[src/rtl/gin_xy_bus.sv]
// rtl/gin_xy_bus.sv - two-level (row/column) tagged multicast input network
//
// Purpose: stages one tagged word and multicasts it to every PE whose scanned
// row ID and column ID match the word's tags, only when all matched PEs are
// ready. A word that matches no PE is consumed with a one-cycle drop_pulse.
//
// Ports:
//   clk, rstb          clock, asynchronous active-low reset
//   program_i          scan-chain shift enable (stalls delivery and intake)
//   scan_tag_in        scan word entering chain index 0
//   in_valid/in_ready  source handshake
//   in_row_tag/in_col_tag/in_data  source word
//   target_ready       per-PE ready, PE p = r*NUM_COLS+c
//   target_enable      per-PE write strobe
//   output_value       per-PE data, slice p = [p*BITWIDTH +: BITWIDTH]
//   drop_pulse         staged word matched no PE
module gin_xy_bus #(
   parameter int BITWIDTH   = 16,
   parameter int TAG_LENGTH = 4,
   parameter int NUM_ROWS   = 3,
   parameter int NUM_COLS   = 4,
   parameter int BCAST_EN   = 1
) (
   input  logic                                     clk,
   input  logic                                     rstb,
   input  logic                                     program_i,
   input  logic [TAG_LENGTH-1:0]                    scan_tag_in,
   input  logic                                     in_valid,
   output logic                                     in_ready,
   input  logic [TAG_LENGTH-1:0]                    in_row_tag,
   input  logic [TAG_LENGTH-1:0]                    in_col_tag,
   input  logic [BITWIDTH-1:0]                      in_data,
   input  logic [NUM_ROWS*NUM_COLS-1:0]             target_ready,
   output logic [NUM_ROWS*NUM_COLS-1:0]             target_enable,
   output logic [BITWIDTH*NUM_ROWS*NUM_COLS-1:0]    output_value,
   output logic                                     drop_pulse
);

   localparam int NUM_PE    = NUM_ROWS * NUM_COLS;
   localparam int CHAIN_LEN = NUM_ROWS + NUM_PE;

   // Chain index 0..NUM_ROWS-1 holds row IDs, the rest hold column IDs in PE order.
   logic [CHAIN_LEN-1:0][TAG_LENGTH-1:0] ids_q, ids_d;

   logic                  buf_valid_q, buf_valid_d;
   logic [TAG_LENGTH-1:0] buf_row_q, buf_row_d;
   logic [TAG_LENGTH-1:0] buf_col_q, buf_col_d;
   logic [BITWIDTH-1:0]   buf_data_q, buf_data_d;

   logic [NUM_PE-1:0] match;
   logic              row_bcast;
   logic              col_bcast;
   logic              all_ready;
   logic              deliver;

   assign row_bcast = (BCAST_EN != 0) && (buf_row_q == {TAG_LENGTH{1'b1}});
   assign col_bcast = (BCAST_EN != 0) && (buf_col_q == {TAG_LENGTH{1'b1}});

   for (genvar r = 0; r < NUM_ROWS; r++) begin : g_row
      logic row_hit;
      assign row_hit = (ids_q[r] == buf_row_q) || row_bcast;
      for (genvar c = 0; c < NUM_COLS; c++) begin : g_col
         localparam int P = r * NUM_COLS + c;
         assign match[P] = buf_valid_q && row_hit &&
                           ((ids_q[NUM_ROWS + P] == buf_col_q) || col_bcast);
      end
   end

   // All-or-nothing: one unready matched PE blocks the whole multicast.
   assign all_ready = &(~match | target_ready);
   assign deliver   = buf_valid_q && !program_i && all_ready;

   assign target_enable = {NUM_PE{deliver}} & match;
   assign drop_pulse    = deliver && (match == '0);
   assign in_ready      = !program_i && (!buf_valid_q || deliver);

   for (genvar p = 0; p < NUM_PE; p++) begin : g_out
      assign output_value[p*BITWIDTH +: BITWIDTH] = target_enable[p] ? buf_data_q : '0;
   end

   always_comb begin
      ids_d       = ids_q;
      buf_valid_d = buf_valid_q;
      buf_row_d   = buf_row_q;
      buf_col_d   = buf_col_q;
      buf_data_d  = buf_data_q;
      if (program_i) begin
         ids_d = {ids_q[CHAIN_LEN-2:0], scan_tag_in};
      end
      if (in_valid && in_ready) begin
         buf_valid_d = 1'b1;
         buf_row_d   = in_row_tag;
         buf_col_d   = in_col_tag;
         buf_data_d  = in_data;
      end else if (deliver) begin
         buf_valid_d = 1'b0;
      end
   end

   always_ff @(posedge clk or negedge rstb) begin
      if (!rstb) begin
         ids_q       <= '0;
         buf_valid_q <= 1'b0;
         buf_row_q   <= '0;
         buf_col_q   <= '0;
         buf_data_q  <= '0;
      end else begin
         ids_q       <= ids_d;
         buf_valid_q <= buf_valid_d;
         buf_row_q   <= buf_row_d;
         buf_col_q   <= buf_col_d;
         buf_data_q  <= buf_data_d;
      end
   end

endmodule
[config.mk]
export PLATFORM = sky130hd
export DESIGN_NAME = gin_xy_bus
export DESIGN_NICKNAME = d
export VERILOG_FILES = /design/src/rtl/gin_xy_bus.sv
export SDC_FILE = /design/constraint.sdc
export NUM_CORES = 1
export LEC_CHECK = 0
export BUFFER_PORTS_ARGS = -buffer_cell sky130_fd_sc_hd__buf_2
export CAP_MARGIN = 10
export CORE_MARGIN = 8
export CORE_UTILIZATION = 38
export CTS_CLUSTER_SIZE = 12
export DETAILED_ROUTE_END_ITERATION = 16
export GPL_TIMING_DRIVEN = 0
export HOLD_SLACK_MARGIN = 0.08
export PLACE_DENSITY = 0.65
export SYNTH_ARGS = -nofsm -noshare
export SYNTH_HDL_FRONTEND = slang
export SYNTH_SLANG_ARGS = --single-unit
export TNS_END_PERCENT = 1
[constraint.sdc]
create_clock -name clk -period 8.2 [get_ports clk]
set_clock_uncertainty 0.05 [all_clocks]
set_input_delay 1.23 -clock clk [delete_from_list [all_inputs] [get_ports clk]]
set_output_delay 1.23 -clock clk [all_outputs]
set_load 0.03 [all_outputs]
==> metrics.yaml, run 1 <==
critical_path:
  critPathLaunchType: "flop"
  slowest_delay_ns: 1.04
  critical_path_arrival_ns: 3.81
  crit_family: "compound AO/OA/AOI/OAI gates"
  path_cells: "xor2_1, o41ai_1, nand2_1, o21ai_0, or3_1, clkbuf_1, buf_2, nor3_1, buf_2"
  critPathRequiredTime_ns: 6.92
  worst-path-buf-inv: 3
  crit_slowest_cell: "o41ai_1"
  path_common_cell: "buf_2"
  end_kind: "output pin"
  critPathKind: "reg -> out"
  path_max_fanout: 10
cells_and_area:
  fin_nets: 864
  n_fill_cell: 1361
  multi_input_area_um2: 3010
  post-route-util: 0.515
  register_area_um2: 2130
  n_antenna_cell: 0
  syn2layout_area_growth_pct: 33.6
  final_cell_area_um2: 7400
  drive_above_1_share: 0.465
timing:
  hold_viol: 0
  slew_headroom: 0.221
  fmax_mhz: 196
  fin_crit_sh: 0.621
  report.final.slew_viol_count: 0
  setup_tns_ns: 0
  finalSetupViolCount: 0
  min_period_ns: 5.09
  worst-slew-pin-transition_ns: 1.15
  rsz0062_at_grt: "false"
synth:
  syn_avg_cell_area_um2: 9.89
  synthCells: 560
  synth_cell_type_count: 35
  yosysWarningCount: 0
  synthesis.area_um2: 5540
  synth.net_count: 604
  ys_ff_latch: 85
  ys_seq_area_frac: 0.384
outcome:
  status: "finished, final reports clean"
route:
  drtIter0Drc: 339
  avgViaCountPerCell: 5.36
  wl_per_cell_um: 20.8
  wl_um: 21000
  ant_nets: 0
  num_vias: 5411
  first_pass_iters: 5
  drc: 0
die:
  dieArea_um2: 18700
  io_pins: 250
  core-area_um2: 14400
  row_count: 44
  die_h_um: 137
  die_w_um: 137
  initial_core_util: 0.385
placed_design:
  io_buffer_count: 248
  dpl.hpwl_um: 16000
  gp_congestion: 0.827
  place_area_um2: 7040
min_path:
  hp-class: "reg -> reg"
cts:
  h-tree-depth: 3
  cts_inserted_buffers: 9
  cts_setup_buffers: 0
  path_clk_slew_ns: 0.06
  clock_sinks: 85
  clk_latency_ns: 0.33
  cts_hold_buffers: 0
  clockRootBuffer: "clkbuf_16"
  cts_buffer_depth: 2
  cts_tree: "done"
  ctsResizeCount: 0
global_routing:
  grt_pass1_wl_um: 30800
  grt_pass1_vias: 5183
  grt_overflow: 0
  track_usage: 0.213
  grt_max_degree: 46
  antenna_found_initial: 0
run:
  max_cap_violations: 0
power:
  powerDensity_nw_per_um2: 250
  p_int_mw: 1.17
  swShare: 0.370
  pwr-share-clk: 0.263
  p_sw_uw: 686
  ir_drop_mv: 0.124
  p_leak_nw: 3.88
  combPwrFrac: 0.361
  seqPwrFrac: 0.376
-- final timing paths --
check | start | to | slack [ns] | depth (start not counted)
worst min register to register | ids_q[56] | ids_q[56] | 0.48 | 1
worst min-delay path | ids_q[56] | ids_q[56] | 0.48 | 1
worst max register to register | buf_row_q[1] | buf_data_q[13] | 4.95 | 8
min in group asynchronous | rstb | ids_q[34] | 0.83 | 1
max in group asynchronous | rstb | ids_q[14] | 6.66 | 2
worst max-delay path | buf_row_q[1] | output_value[189] | 3.11 | 9
-- placed cells by master (no fill, tap or decap), drive strengths merged, types with 7 or more instances in the layout --
master,netlist,final
dfrtp,85,85
nand2,7,7
clkbuf,24,37
and3,32,32
xnor2,8,8
clkinv,16,16
mux2,84,84
nor3,160,160
nor2,11,11
nor2b,8,8
o41ai,15,15
buf,30,279
xor2,52,52
-- routing by layer --
metal  share of wire  vias up  global-route usage
met5               0        -                   0
met3           0.081       43              0.0426
met1            0.38     2610               0.243
li1                -     2514                   -
met2            0.51      244               0.384
met4           0.030        0              0.0805
-- area by class of cell --
class	count	area share
repair buffers	249	0.172
clock inverters	3	0.0122
well taps	184	0.0311
plain buffers	54	0.0430
multi-input cells	400	0.407
clock buffers	13	0.0365
inverters	21	0.0107
flip-flops and latches	85	0.288
-- registers in the layout (all words and copies together) (netlist names) --
name         cells
buf_row_q        4
buf_data_q      16
buf_col_q        4
buf_valid_q      1
ids_q           60
-- synthesized netlist by cell type --
master	count	share of area
buf_2	17	0.015
o41ai_1	11	0.017
buf_4	1	0.0014
o2111ai_1	1	0.0016
nand3_1	4	0.0036
buf_6	9	0.018
o41a_1	2	0.0041
xnor2_1	8	0.013
nand2_1	7	0.0047
a41oi_1	1	0.0016
o41ai_2	4	0.012
nor4b_2	1	0.0027
xor2_1	52	0.082
a222oi_1	1	0.0018
and2_1	2	0.0023
nor3_1	160	0.14
dfrtp_1	85	0.38
inv_1	5	0.0034
nand4_1	3	0.0034
nor2_1	11	0.0075
a21boi_1	2	0.0027
buf_8	2	0.0054
o21ai_0	1	0.00090
or3_1	1	0.0011
and3_1	32	0.036
clkbuf_1	24	0.016
mux2_2	65	0.13
clkinv_1	16	0.011
nand4_4	1	0.0038
buf_1	1	0.00068
nor2b_1	8	0.0090
nor4_1	1	0.0011
or4b_1	1	0.0018
a21bo_2	1	0.0018
mux2_4	19	0.052
-- power by group through the flow --
stage          combinational (mW)  sequential, mW  clock, mW
3_3_place_gp                0.650           0.696          0
5_1_grt                     0.720           0.716      0.506
6_report                    0.669           0.696      0.487
4_1_cts                     0.668           0.695      0.490
2_1_floorplan               0.497           0.659          0
3_5_place_dp                0.661           0.700          0
-- through the flow --
step                      worst slack [ns]  power [mW]  std cells  hold slack, ns
after floorplan                       3.79        1.16        560           0.451
after detailed placement              3.61        1.36        993           0.467
after CTS                             3.21        1.85       1009           0.481
after global routing                  3.00        1.94       1009           0.486
after global placement                3.67        1.35        992           0.460
final                                 3.11        1.85       1009           0.480
-- logic make-up (layout without fill, tap and decap cells) --
family / after synthesis / after routing / share of synthesized area
XOR/XNOR: 60 / 60 / 0.0949
multiplexers: 84 / 84 / 0.184
AO/OA/AOI/OAI: 24 / 24 / 0.0436
AND/OR/NAND/NOR: 232 / 232 / 0.222
buffers and inverters: 75 / 340 / 0.0716
flip-flops: 85 / 85 / 0.384
-- worst reg2reg max path, cell delays in order, from the launching register on --
cell     delay [ns]
dfrtp_1        0.46
xor2_1         0.20
o41ai_1        1.04
nand2_1        0.17
o21ai_0        0.37
or4b_1         0.19
buf_6          0.14
buf_6          0.20
mux2_4         0.32
Note: power is estimated with default switching activity, not from simulation.
==> run 2: changes to the inputs <==
PLACE_DENSITY = 0.67   (was 0.65)
clock period = 4.3 ns   (was 8.2 ns; I/O delays follow)
==> run 2 against run 1 <==
Against the previous run: total power grew 87%; largest cell class unchanged; non-clock buffer count is the same; sequential share of layout area shrank 0.097 points; wire length shrank 0.41%; critical endpoint is now drop_pulse.
==> metrics.yaml, run 2 (synthesis gave the netlist of run 1 again) <==
outcome:
  status: "finished, final reports clean"
critical_path:
  end_kind: "output pin"
  critical_path_arrival_ns: 3.50
  path_max_fanout: 10
  critPathLaunchType: "flop"
  critPathRequiredTime_ns: 3.61
  critPathKind: "reg -> out"
placed_design:
  io_buffer_count: 248
  dpl.hpwl_um: 16000
  place_ws_ns: 0.136
  dpl.cell_count: 993
  gp_congestion: 0.804
timing:
  finalSetupViolCount: 0
  fmax_mhz: 238
  rsz0062_at_grt: "true"
  min_period_ns: 4.20
  fin_crit_sh: 0.976
  report.final.slew_viol_count: 0
  worst-slew-pin-transition_ns: 0.756
  hold_viol: 0
  timing.final.ws_setup_ns: 0.101
  slew_headroom: 0.496
cells_and_area:
  fin_cells: 1009
  mostFrequentLayoutCell: "buf_2"
  largest_reg_flops: 60
  n_fill_cell: 1360
  fin_nets: 864
  largest_register: "ids_q"
  register_area_um2: 2130
  drive_above_1_share: 0.474
  reg_top3: "ids_q: 60 flops, buf_data_q: 16 flops"
  syn2layout_area_growth_pct: 34.1
  final_cell_mix: "buf_2 (264), nor3_1 (159), dfrtp_1 (85)"
  multi_input_area_um2: 3090
  n_antenna_cell: 0
route:
  num_vias: 5388
  drtIter0Drc: 316
  wl_um: 20900
  ant_nets: 0
  first_pass_iters: 5
  drc: 0
  avgViaCountPerCell: 5.34
  wl_per_cell_um: 20.7
power:
  ir_drop_mv: 0.260
  powerDensity_nw_per_um2: 467
  p_leak_nw: 3.90
min_path:
  hp-class: "in -> async"
global_routing:
  grt_pass1_vias: 5311
  track_usage: 0.215
  antenna_found_initial: 0
  grt_pass1_wl_um: 30900
  grt_overflow: 0
  grt_max_degree: 49
cts:
  clock_sinks: 85
  cts_buffer_depth: 2
  clk_latency_ns: 0.34
  cts_inserted_buffers: 9
  cts_setup_buffers: 0
  path_clk_slew_ns: 0.07
  h-tree-depth: 3
  cts_tree: "done"
  clockRootBuffer: "clkbuf_16"
die:
  die_h_um: 137
  row_count: 44
  die_w_um: 137
  initial_core_util: 0.385
  core-area_um2: 14400
  io_pins: 250
  dieArea_um2: 18700
run:
  max_cap_violations: 0
-- run 2: worst max-delay path, cell delays in order, from the launching register on --
cell      delay, ns
dfrtp_1        0.37
buf_6          0.14
buf_6          0.16
nand4_4        0.15
buf_8          0.17
o41ai_1        0.13
nor2b_1        0.16
o41a_1         0.47
or3_1          0.42
clkbuf_1       0.25
buf_2          0.27
nor2_1         0.22
buf_2          0.24
-- run 2: per-stage QoR --
stage / setup TNS (ns) / utilization / power, mW / hold slack, ns / cell area (µm²)
after floorplan: 0 / - / 2.21 / 0.299 / 5540
after global placement: 0 / 0.488 / 2.57 / 0.460 / 7010
after detailed placement: 0 / 0.490 / 2.60 / 0.466 / 7040
after CTS: 0 / 0.512 / 3.43 / 0.236 / 7360
after global routing: -5.86 / 0.517 / 3.66 / 0.265 / 7420
final: 0 / 0.517 / 3.47 / 0.227 / 7420
-- run 2: where the power goes --
group | switching [mW] | internal [mW]
sequential | 0.262 | 1.07
combinational | 0.780 | 0.557
clock | 0.334 | 0.469
-- run 2: path summary, 6_finish.rpt --
kind                               start            to  slack (ns)  depth (start not counted)
max                         buf_col_q[3]    drop_pulse        0.10                         12
max reg2reg                 buf_col_q[3]  buf_row_q[1]        1.22                         11
min reg2reg                    ids_q[59]     ids_q[59]        0.49                          1
min in group clk           in_row_tag[0]  buf_row_q[0]        0.48                          2
min                                 rstb     ids_q[29]        0.23                          1
max in group asynchronous           rstb     ids_q[55]        3.37                          2
-- run 2: area by class of cell --
cell class	count	area share
plain buffers	54	0.0428
clock buffers	10	0.0322
clock inverters	6	0.00944
inverters	21	0.0106
multi-input cells	400	0.416
flip-flops and latches	85	0.287
well taps	184	0.0310
repair buffers	249	0.171
-- run 2: per-layer routing --
layer,share of wire,track usage
met5,0,0
met4,0.029,0.0903
met3,0.085,0.0396
met2,0.50,0.374
met1,0.39,0.254
-- run 2: repair_timing --
item	4_1_cts	5_1_grt
endpoints found under the setup margin	170	199
gates resized for setup	2	7
hold buffers	0	0
